[src/rtl/pattern_delay_timer_pkg.sv]
// Shared state encoding and default parameters for the pattern-triggered delay timer.
// Optional abort input is enabled by defining PDT_ABORT_EN (see pattern_delay_timer).
package pattern_delay_timer_pkg;

    typedef enum logic [1:0] {
        SEARCH = 2'd0,
        LOAD   = 2'd1,
        COUNT  = 2'd2,
        WAIT   = 2'd3
    } state_t;

    localparam int         DEF_PAT_W       = 4;
    localparam logic [3:0] DEF_PATTERN     = 4'b1101;
    localparam int         DEF_DLY_W       = 4;
    localparam int         DEF_UNIT_CYCLES = 1000;

endpackage

[src/rtl/pattern_delay_timer_unit_prescaler.sv]
// Free-running 0..UNIT_CYCLES-1 counter; tick is combinational on the wrap cycle.
// No backpressure: clr dominates en, counter restarts from 0 after clr.
module unit_prescaler #(
    parameter int UNIT_CYCLES = 1000
) (
    input  logic clk,
    input  logic clr,
    input  logic en,
    output logic tick
);

    localparam int            PW   = (UNIT_CYCLES > 1) ? $clog2(UNIT_CYCLES) : 1;
    localparam logic [PW-1:0] LAST = PW'(UNIT_CYCLES - 1);

    logic [PW-1:0] r_cnt;
    logic          w_wrap;

    assign w_wrap = (r_cnt == LAST);

    always_ff @(posedge clk) begin
        if (clr) begin
            r_cnt <= '0;
        end else if (en) begin
            r_cnt <= w_wrap ? '0 : r_cnt + 1'b1;
        end
    end

    assign tick = en && !clr && w_wrap;

endmodule

[src/rtl/pattern_delay_timer.sv]
// Serial start-pattern detector + delay loader; counts (d+1)*UNIT_CYCLES clocks then holds done until ack.
// Outputs registered from next state; optional abort input under PDT_ABORT_EN.
module pattern_delay_timer
    import pattern_delay_timer_pkg::*;
#(
    parameter int               PAT_W       = DEF_PAT_W,
    parameter logic [PAT_W-1:0] PATTERN     = DEF_PATTERN,
    parameter int               DLY_W       = DEF_DLY_W,
    parameter int               UNIT_CYCLES = DEF_UNIT_CYCLES
) (
    input  logic             clk,
    input  logic             reset,
    input  logic             data,
    input  logic             ack,
`ifdef PDT_ABORT_EN
    input  logic             abort,
`endif
    output logic [DLY_W-1:0] count,
    output logic             counting,
    output logic             done
);

    localparam int               FILL_W    = $clog2(PAT_W);
    localparam logic [FILL_W-1:0] FILL_FULL = FILL_W'(PAT_W - 1);
    localparam int               LC_W      = (DLY_W > 1) ? $clog2(DLY_W) : 1;
    localparam logic [LC_W-1:0]  LOAD_LAST = LC_W'(DLY_W - 1);

    state_t            r_state;
    state_t            w_next;
    logic [PAT_W-2:0]  r_window;
    logic [FILL_W-1:0] r_fill;
    logic [DLY_W-2:0]  r_delay;
    logic [LC_W-1:0]   r_load_cnt;
    logic [DLY_W-1:0]  r_count;
    logic              r_counting;
    logic              r_done;

    logic [PAT_W-1:0]  w_shift;
    logic [DLY_W-1:0]  w_delay_next;
    logic              w_match;
    logic              w_tick;
    logic              w_abort;
    logic              w_presc_clr;
    logic              w_presc_en;

`ifdef PDT_ABORT_EN
    assign w_abort = abort;
`else
    assign w_abort = 1'b0;
`endif

    // Fill counter blocks matches against the zeros left in the window by a clear.
    assign w_shift      = {r_window, data};
    assign w_match      = (r_fill == FILL_FULL) && (w_shift == PATTERN);
    assign w_delay_next = {r_delay, data};

    assign w_presc_en  = (r_state == COUNT);
    assign w_presc_clr = reset || (r_state != COUNT);

    unit_prescaler #(
        .UNIT_CYCLES (UNIT_CYCLES)
    ) u_prescaler (
        .clk  (clk),
        .clr  (w_presc_clr),
        .en   (w_presc_en),
        .tick (w_tick)
    );

    always_comb begin
        w_next = r_state;
        case (r_state)
            SEARCH: begin
                if (w_match) w_next = LOAD;
            end
            LOAD: begin
                if (w_abort)                       w_next = SEARCH;
                else if (r_load_cnt == LOAD_LAST)  w_next = COUNT;
            end
            COUNT: begin
                if (w_abort)                       w_next = SEARCH;
                else if (w_tick && r_count == '0)  w_next = WAIT;
            end
            WAIT: begin
                if (ack) w_next = SEARCH;
            end
            default: w_next = SEARCH;
        endcase
    end

    always_ff @(posedge clk) begin
        if (reset) begin
            r_state <= SEARCH;
        end else begin
            r_state <= w_next;
        end
    end

    always_ff @(posedge clk) begin
        if (reset) begin
            r_window   <= '0;
            r_fill     <= '0;
            r_delay    <= '0;
            r_load_cnt <= '0;
            r_count    <= '0;
            r_counting <= 1'b0;
            r_done     <= 1'b0;
        end else begin
            r_counting <= (w_next == COUNT);
            r_done     <= (w_next == WAIT);

            // Window only survives while we stay in SEARCH; any exit or re-entry starts empty.
            if (r_state == SEARCH && w_next == SEARCH) begin
                r_window <= w_shift[PAT_W-2:0];
                if (r_fill != FILL_FULL) r_fill <= r_fill + 1'b1;
            end else begin
                r_window <= '0;
                r_fill   <= '0;
            end

            if (r_state == LOAD) begin
                r_delay    <= w_delay_next[DLY_W-2:0];
                r_load_cnt <= r_load_cnt + 1'b1;
            end else begin
                r_load_cnt <= '0;
            end

            // The WAIT transition is taken on the zero wrap, so count never underflows.
            if (w_next == COUNT) begin
                if (r_state == LOAD)  r_count <= w_delay_next;
                else if (w_tick)      r_count <= r_count - 1'b1;
            end else begin
                r_count <= '0;
            end
        end
    end

    assign count    = r_count;
    assign counting = r_counting;
    assign done     = r_done;

endmodule
[config.mk]
export PLATFORM = sky130hd
export DESIGN_NAME = pattern_delay_timer
export DESIGN_NICKNAME = d
export VERILOG_FILES = /design/src/rtl/pattern_delay_timer_pkg.sv /design/src/rtl/pattern_delay_timer_unit_prescaler.sv /design/src/rtl/pattern_delay_timer.sv
export SDC_FILE = /design/constraint.sdc
export NUM_CORES = 1
export LEC_CHECK = 0
export ABC_AREA = 1
export ABC_CLOCK_PERIOD_IN_PS = 2700
export CAP_MARGIN = 30
export CELL_PAD_IN_SITES_DETAIL_PLACEMENT = 2
export CELL_PAD_IN_SITES_GLOBAL_PLACEMENT = 2
export CORE_MARGIN = 3
export CORE_UTILIZATION = 35
export CTS_CLUSTER_SIZE = 10
export DETAILED_ROUTE_END_ITERATION = 8
export GPL_TIMING_DRIVEN = 0
export PLACE_DENSITY_LB_ADDON = 0.1
export SYNTH_ARGS = -nofsm -noshare
export SYNTH_HDL_FRONTEND = slang
export SYNTH_SLANG_ARGS = --single-unit
[constraint.sdc]
create_clock -name clk -period 2.7 [get_ports clk]
set_clock_uncertainty 0.1 [all_clocks]
set_input_delay 0.405 -clock clk [delete_from_list [all_inputs] [get_ports clk]]
set_output_delay 0.405 -clock clk [all_outputs]
set_load 0.01 [all_outputs]
-- Word level (Yosys, flattened, before mapping)
Cells that the tools add are included.
- input port bits: 4
- register bits after elaboration: 28
- logic and storage cells: 49
- output and inout port bits: 6
- add/sub/neg operators: 4
- equal/unequal tests: 11
- multiplexer cells: 8
- reduce and logical (&&, ||, !) cells: 14
- bitwise gates (word level): 3
- operators with widths (kind ; count):
    $eq A2 B2 Y1 const B ; 6
    $add A10 B1 Y10 const B ; 1
    $eq A10 B10 Y1 const B ; 1
    $mux W10 ; 1
    $mux W2 ; 4
    $mux W4 ; 2
    $pmux W2 S4 ; 1
    $reduce_or A2 Y1 ; 3
    $logic_and A1 B1 Y1 ; 5
    $add A2 B1 Y2 const B ; 2
    $eq A4 B4 Y1 const B ; 1
    $logic_not A2 Y1 ; 2
    $logic_not A4 Y1 ; 1
    $ne A2 B2 Y1 const B ; 2
    $sub A4 B1 Y4 const B ; 1
    $not A1 Y1 ; 3
    $eq A2 B1 Y1 const B ; 1
    $reduce_bool A2 Y1 ; 1
    $logic_not A1 Y1 ; 1
    $logic_or A1 B1 Y1 ; 1

-- Depth between registers and ports, before layout
Gate-level depths: netlist (run 1).
- depth in word-level cells: 12
- depth in mapped cells: 10
- gate-level depth less buffers: 10

-- Modules after synthesis
From an unflattened synthesis (run 1), not the netlist that was laid out.
- cells, all modules: 187
- area total of the unflattened synthesis: 1337.5 um^2
- by module, submodules not included (module ; cells each ; area an instance (um^2) ; times used ; seq. area each (um^2)):
    pattern_delay_timer ; 109 ; 800.8 ; 1 ; 360.3
    unit_prescaler ; 78 ; 536.8 ; 1 ; 200.2

-- Least setup slack after synthesis (run 1)
Ideal clock, no wire load.
- kind: register to register
- start: reg r_count[0] (netlist: count[0])
- end: reg r_done (netlist: done)
- cell stages (with the launch flop): 10
- buffers on the path: 0
- arrival: 1.163 ns
- library setup time: 0.115 ns
- clock period less this slack: 1.378 ns
- path slack: 1.322 ns
- path through: dfxtp_1 -> inv_1 -> ha_1 -> inv_1 -> nor2_1 -> nand2_1 -> nor2_2 -> nand3_2 -> nand3_1 -> and2_1
- cells in the longest elaborated chain, start to end: 5
- ends and longest elaborated chain (item ; line ; RTL):
    start: declaration ; pattern_delay_timer.sv:34 ; logic [DLY_W-1:0] r_count;
    start signal: assignment ; pattern_delay_timer.sv:129 ; if (r_state == LOAD) r_count <= w_delay_next;
    start signal: assignment ; pattern_delay_timer.sv:130 ; else if (w_tick) r_count <= r_count - 1'b1;
    $logic_not A4 Y1 ; pattern_delay_timer.sv:81 ; else if (w_tick && r_count == '0) w_next = WAIT;
    $logic_and A1 B1 Y1 ; pattern_delay_timer.sv:81 ;
    $mux W2 ; pattern_delay_timer.sv:81 ;
    $pmux W2 S4 ; pattern_delay_timer.sv:71 ; case (r_state)
    $eq A2 B2 Y1 ; pattern_delay_timer.sv:109 ; r_done <= (w_next == WAIT);
    end signal: assignment ; pattern_delay_timer.sv:109 ;
    end: declaration ; pattern_delay_timer.sv:36 ; logic r_done;
No other way between the ends.
A chain may end at the register's enable or synchronous reset.

-- Final worst setup path (run 1)
- start: reg r_count[2] (netlist: count[2])
- end: out count[2]
- RTL lines (item ; line ; RTL):
    end: declaration ; pattern_delay_timer.sv:18 ; output logic [DLY_W-1:0] count,
No word-level cell between the ends.

==> results of run 1 <==
## state kept, by name (all words and copies together), names as in the netlist
| register | flops |
|---|---|
| u_prescaler.r_cnt | 10 |
| r_delay | 3 |
| counting | 1 |
| r_window | 3 |
| r_state | 2 |
| count | 4 |
| r_load_cnt | 2 |
| r_fill | 2 |
| done | 1 |
## final cells by class
cell class              count  area share [%]
well taps                  48            3.80
plain buffers               3            1.90
clock inverters             1            1.90
repair buffers              8            5.07
clock buffers               3            2.61
multi-input cells         125            41.4
inverters                  33            7.84
flip-flops and latches     28            35.5
## cells in the final DEF (no fill, tap or decap), types with 2 or more instances in the layout
cell                               n
sky130_fd_sc_hd__a21oi_1           6
sky130_fd_sc_hd__clkbuf_8          4
sky130_fd_sc_hd__clkdlybuf4s50_1   8
sky130_fd_sc_hd__dfxtp_1          28
sky130_fd_sc_hd__ha_1              5
sky130_fd_sc_hd__inv_1            30
sky130_fd_sc_hd__inv_2             3
sky130_fd_sc_hd__nand2_1          44
sky130_fd_sc_hd__nand2_2           4
sky130_fd_sc_hd__nand3_1          11
sky130_fd_sc_hd__nand3_2           2
sky130_fd_sc_hd__nand4_1           3
sky130_fd_sc_hd__nand4_2           2
sky130_fd_sc_hd__nor2_1           24
sky130_fd_sc_hd__nor2_2            4
sky130_fd_sc_hd__nor2_4            3
sky130_fd_sc_hd__nor3_1            4
sky130_fd_sc_hd__o21ai_0           6
## kinds of logic (layout without fill, tap and decap cells)
kind of cell / count (synthesis) / after routing
xor gates and xnor gates: 2 / 2
adders and majority gates: 5 / 5
muxes: 1 / 1
buffers and inverters: 36 / 48
AOI/OAI and AO/OA: 14 / 14
and+or+nand+nor: 103 / 103
DFF: 28 / 28
## report_power, final
part | switching (mW) | internal, mW | leakage, nW
Sequential | 0.00498 | 0.421 | 0.226
Clock | 0.135 | 0.199 | 0.0357
Combinational | 0.0152 | 0.0142 | 0.391
Total | 0.155 | 0.634 | 0.653
## cell usage after synthesis
| master | instances |
|---|---|
| sky130_fd_sc_hd__nand4_1 | 3 |
| sky130_fd_sc_hd__nor2_1 | 24 |
| sky130_fd_sc_hd__buf_2 | 1 |
| sky130_fd_sc_hd__nand3_2 | 2 |
| sky130_fd_sc_hd__o22ai_1 | 1 |
| sky130_fd_sc_hd__xor2_1 | 1 |
| sky130_fd_sc_hd__inv_1 | 30 |
| sky130_fd_sc_hd__nand2_2 | 4 |
| sky130_fd_sc_hd__ha_1 | 5 |
| sky130_fd_sc_hd__nor2_4 | 3 |
| sky130_fd_sc_hd__dfxtp_1 | 28 |
| sky130_fd_sc_hd__nand4_2 | 2 |
| sky130_fd_sc_hd__nor2_2 | 4 |
| sky130_fd_sc_hd__nor3_1 | 4 |
| sky130_fd_sc_hd__o21ai_0 | 6 |
| sky130_fd_sc_hd__clkbuf_8 | 1 |
| sky130_fd_sc_hd__a21oi_1 | 6 |
| sky130_fd_sc_hd__xnor2_1 | 1 |
| sky130_fd_sc_hd__inv_2 | 3 |
| sky130_fd_sc_hd__nor3b_1 | 1 |
| sky130_fd_sc_hd__nand3_1 | 11 |
| sky130_fd_sc_hd__mux2i_1 | 1 |
| sky130_fd_sc_hd__and2_1 | 1 |
| sky130_fd_sc_hd__o21ai_1 | 1 |
| sky130_fd_sc_hd__buf_6 | 1 |
| sky130_fd_sc_hd__nand2_1 | 44 |
## worst max-delay path by stage
| stage | from | end | slack, ps | cells after the start |
|---|---|---|---|---|
| after floorplan | count[0] | done | 1320 | 9 |
| after global placement | data | count[0] | 890 | 6 |
| after detailed placement | data | count[1] | 840 | 6 |
| after CTS | count[2] | count[2] | 880 | 1 |
| after global routing | count[2] | count[2] | 820 | 1 |
| final | count[2] | count[2] | 900 | 1 |
## routing by layer
layer | routed length [um] | vias up | share of wire (%) | track usage (%)
met5 | 0 | - | 0 | 0
met4 | 41 | 0 | 1.3 | 5.96
met3 | 53 | 4 | 1.6 | 2.43
met2 | 1750 | 8 | 54 | 30.8
met1 | 1400 | 570 | 43 | 17.4
li1 | - | 606 | - | -
==> impl_metrics.ini, run 1 <==
[run_status]
run_status = finished, final reports clean

[timing]
timing.final.setup_violations = 0
final.hold.worst_slack_ps = 331
fmax_mhz = 556
finalCriticalPeriod_ps = 1800
rsz_0062_raised_after_global_routing = no
setup_tns_ps = 0
worst-slew-pin-transition_ps = 269
final-hold-violation-count = 0
drv_slew = 0
min_period_over_period_pct = 66.6
post-route-worst-setup-slack_ps = 901
worst_slew_margin_rel_pct = 82.0

[clocking]
cts_htree_levels = 1
holdBufCountCts = 0
cts_root_buffer = sky130_fd_sc_hd__clkbuf_8
worst_skew_pair.late_latency_ps = 280
clk_transition_reported_paths_ps = 100
cts_sink_count = 28
cts_buffer_depth = 2
cts_made_buffers = 3
tritoncts = yes
postCtsSetupBuffers = 0
post_cts_resized = 0

[critical_path]
required_ps = 2190
reg2reg_slack_ps = 1060
worstPathBufferInverterCount = 1
rr_startpoint = u_prescaler.r_cnt[0]
worst-setup-path-type = reg2out
reg2reg_to = count[1]
crit_family = buffers and inverters
highest_delay_cell_along_the_critical_path = sky130_fd_sc_hd__clkdlybuf4s50_1
worst_setup_path_end_kind = output pin
max_stage_delay_ps = 570
timing.critical_path.arrival_ps = 1290
worstPathMaxFanout = 5
crit_path_cell_trace = clkdlybuf4s50_1
worst_r2r_path_depth = 8
setup.worst_path.start_class = flop

[detailed_routing]
totalWireLength_mm = 3.25
route.antenna.remaining_nets = 0
first_iter_violations = 20
avgViaCountPerCell = 4.77
drt_pass1_iterations = 4
dr_total_vias = 1188
route.detailed.wl_per_inst_um = 13.1
detail_route.drc_violations = 0

[synthesis]
synth-seq-cells = 28
synth.net_count = 198
yosys.area.top_type = sky130_fd_sc_hd__dfxtp_1
synth_cell_types = 26
post_synth_mux_area_share_pct = 0.732
synth_simple_gate_area_share_pct = 36.0
post_synth_xor_area_fraction_pct = 1.28
post_synth.cell_area_avg_um2 = 7.24
netlist_instances = 189
synthTopCellsByArea = sky130_fd_sc_hd__dfxtp_1, sky130_fd_sc_hd__nand2_1, sky130_fd_sc_hd__inv_1
synth-seq-area-share_pct = 41.0
synth_fa_ha_area_share_pct = 4.57
synth_compound_gate_area_share_pct = 5.22
yosysTopAreaCellShare_pct = 41.0
yosys_warnings = 0
mappedNetlistArea_um2 = 1370
synth_top_family_by_area = simple AND/OR/NAND/NOR gates

[finish]
final_net_count = 211
fillerInstances = 431
fin_area_um2 = 1580
insertedDiodeCount = 0
drive_gt1_share_pct = 12.4
layout_overhead_on_the_synthesized_area_pct = 15.5
regArea_um2 = 561
fin_cells = 249
final_core_utilization_pct = 42.5
multi_input_area_um2 = 653

[placement]
area_post_placement_um2 = 1510
io_buffer_count = 8
hpwlAfterDp_mm = 2.67
numPlacedInstances = 245
pre_cts_slack_ps = 841
globalplace.congestion = 0.734

[grt]
grt_pass1_wl_mm = 5.60
pin_count_of_the_biggest_net_entering_global_routing = 17
grt_antenna_before_repair = 0
grt_pass1_vias = 1272
global_route.overflow_total = 0
global_route_usage_sum_pct = 16.0

[floorplanning]
floorplan.core_area_um2 = 3720
initial_core_util_pct = 36.8
die_x_um = 68.5
die_h_um = 68.5
pin_count = 10
dieArea_um2 = 4690
num_rows = 22

[power_and_ir_drop]
leak_pwr_nw = 0.653
pwr_density_cell_nw_per_um2 = 500
overall_power_mw = 0.790
largest_vdd_supply_drop_mv = 0.216

[hold_path]
timing.hold.worst.class = reg2reg
hold-path-endpoint = r_load_cnt[0]
min_from = r_load_cnt[0]
timing.hold.worst_path_depth = 1

[job]
max_cap_viols = 0
Power figures use the tool's default switching activity.
==> run 2: changes to the inputs <==
- ABC_CLOCK_PERIOD_IN_PS: 2700 -> 1500
- CORE_UTILIZATION: 35 -> 29
- clock period: 2.7 -> 1.5 ns (I/O delays scaled with it)
==> run 2 against run 1 <==
  * Global-route usage down 3.2 points
  * Sequential power up 80%
  * Critical path type is now reg2reg
  * Power rose by 56%
  * Critical endpoint is now count[0]
  * Register-to-register slack lost 1000 ps
  * Utilization decreased by 4.3 points
  * Die area is 19% higher
  * Largest power group unchanged
  * Via count grew 0.84%
  * Wire length rose by 0.28%
==> impl_metrics.ini, run 2 (synthesis gave the netlist of run 1 again) <==
[run_status]
run_status = finished, final reports clean

[critical_path]
reg2reg_to = count[0]
worstPathMaxFanout = 5
timing.critical_path.arrival_ps = 1530
worst-setup-path-type = reg2reg
rr_startpoint = u_prescaler.r_cnt[0]
worst_r2r_path_depth = 8
required_ps = 1570
reg2reg_slack_ps = 40
worst_setup_path_end_kind = flop
setup.worst_path.start_class = flop

[grt]
grt_pass1_wl_mm = 5.58
global_route.overflow_total = 0
global_route_usage_sum_pct = 12.9
grt_antenna_before_repair = 0
pin_count_of_the_biggest_net_entering_global_routing = 15
grt_pass1_vias = 1231

[power_and_ir_drop]
power_report.internal_total_mw = 0.963
net_switching_power_figure_mw = 0.265
pwr-share-comb_pct = 4.5
pwr_density_cell_nw_per_um2 = 724
pwr-share-clk_pct = 33.2
largest_vdd_supply_drop_mv = 0.324
power_frac_seq_pct = 62.3
switching_share_pct = 21.6
leak_pwr_nw = 0.685

[finish]
fin_cells = 255
final_common_cell = sky130_fd_sc_hd__nand2_1
layout_overhead_on_the_synthesized_area_pct = 24.1
final_net_count = 214
top_register = u_prescaler.r_cnt
largest_register_ff_count = 10
insertedDiodeCount = 0
drive_gt1_share_pct = 27.1
fin_area_um2 = 1700
layout_common_cells = sky130_fd_sc_hd__nand2_1, sky130_fd_sc_hd__inv_1, sky130_fd_sc_hd__dfxtp_1, sky130_fd_sc_hd__nor2_1, sky130_fd_sc_hd__nand3_1

[hold_path]
timing.hold.worst.class = in2reg
timing.hold.worst_path_depth = 2
min_from = reset
hold-path-endpoint = r_delay[1]

[detailed_routing]
first_iter_violations = 40
dr_total_vias = 1198
route.detailed.wl_per_inst_um = 12.8
totalWireLength_mm = 3.26
avgViaCountPerCell = 4.70
detail_route.drc_violations = 0
route.antenna.remaining_nets = 0
drt_pass1_iterations = 4

[floorplanning]
num_rows = 24
die_h_um = 74.7
pin_count = 10
initial_core_util_pct = 30.8
floorplan.core_area_um2 = 4440
die_x_um = 74.7
dieArea_um2 = 5580

[timing]
fmax_mhz = 687
rsz_0062_raised_after_global_routing = yes
worst_slew_margin_rel_pct = 74.7
final-hold-violation-count = 0
finalCriticalPeriod_ps = 1460
min_period_over_period_pct = 97.0
final.hold.worst_slack_ps = 161
timing.final.setup_violations = 0
drv_slew = 0
worst-slew-pin-transition_ps = 377

[placement]
area_post_placement_um2 = 1510
globalplace.congestion = 0.776
hpwlAfterDp_mm = 2.56
numPlacedInstances = 249
io_buffer_count = 8

[clocking]
cts_buffer_depth = 2
tritoncts = yes
worst_skew_pair.late_latency_ps = 270
cts_sink_count = 28
clk_transition_reported_paths_ps = 90
cts_root_buffer = sky130_fd_sc_hd__clkbuf_8
cts_made_buffers = 3
cts_htree_levels = 1

[job]
max_cap_viols = 0
==> run 2: changes by cell type in the layout (fill, tap and decap cells not counted), moves of 4 or more <==
cell / change
sky130_fd_sc_hd__dfxtp_1: -8
sky130_fd_sc_hd__nor2_1: -6
sky130_fd_sc_hd__inv_2: +5
sky130_fd_sc_hd__inv_1: -6
sky130_fd_sc_hd__clkdlybuf4s50_1: -4
sky130_fd_sc_hd__nor2_2: +4
sky130_fd_sc_hd__dlygate4sd2_1: +4
sky130_fd_sc_hd__dfxtp_2: +7
==> run 2: timing repair <==
item | 4_1_cts | 5_1_grt
pin swaps | 2 | 11
hold buffers | 0 | 0
endpoints found under the setup margin | 22 | 17
setup buffers | 2 | 1
gates resized for setup | 16 | 29
==> run 2: how the worst max path moves through the flow <==
stage,start,slack (ps),endpoint
CTS,u_prescaler.r_cnt[0],10,count[2]
global placement,data,-140,counting
floorplan,count[0],120,done
detailed placement,data,-150,count[2]
global route,u_prescaler.r_cnt[0],-50,r_fill[1]
finish,u_prescaler.r_cnt[0],40,count[0]
==> run 2: critical path, stage by stage (launching register included) <==
cell                      delay (ps)
sky130_fd_sc_hd__dfxtp_2         360
sky130_fd_sc_hd__ha_4            140
sky130_fd_sc_hd__nand2_2          80
sky130_fd_sc_hd__nor2_4          170
sky130_fd_sc_hd__inv_1            60
sky130_fd_sc_hd__nor2_2          120
sky130_fd_sc_hd__nand3_4         130
sky130_fd_sc_hd__nand4_4         130
sky130_fd_sc_hd__nor2_1           60
==> run 2: final cells by class <==
class	count	area, um2
Tap cell	52	65.1
Multi-Input combinational cell	125	763
Inverter	33	126
Sequential cell	28	573
Buffer	3	30.0
Clock buffer	3	41.3
Timing Repair Buffer	11	97.6
Fill cell	533	2750
==> run 2: through the flow <==
step / setup TNS [ps] / utilization [%] / power (mW) / setup WS, ps
2_1_floorplan: 0 / - / 0.820 / 122
3_3_place_gp: -1410 / 34.0 / 0.832 / -144
3_5_place_dp: -2060 / 34.0 / 0.838 / -148
4_1_cts: 0 / 36.1 / 1.26 / 10.6
5_1_grt: -411 / 38.2 / 1.29 / -46.8
6_report: 0 / 38.2 / 1.23 / 44.9
==> run 2: power groups by stage <==
stage / clock network (mW) / logic, mW / registers [mW]
2_1_floorplan: 0 / 0.0377 / 0.783
3_3_place_gp: 0 / 0.0480 / 0.784
3_5_place_dp: 0 / 0.0531 / 0.785
4_1_cts: 0.435 / 0.0546 / 0.768
5_1_grt: 0.458 / 0.0662 / 0.769
6_report: 0.408 / 0.0556 / 0.765
==> run 2: metal layers <==
metal / vias to the layer above / global-route usage [%] / share of wire, % / wire length [um]
met1: 572 / 16.4 / 46 / 1510
met4: 0 / 4.15 / 1.3 / 44
met3: 5 / 2.54 / 2.6 / 84
li1: 610 / - / - / -
met5: - / 0 / 0 / 0
met2: 11 / 22.0 / 50 / 1630
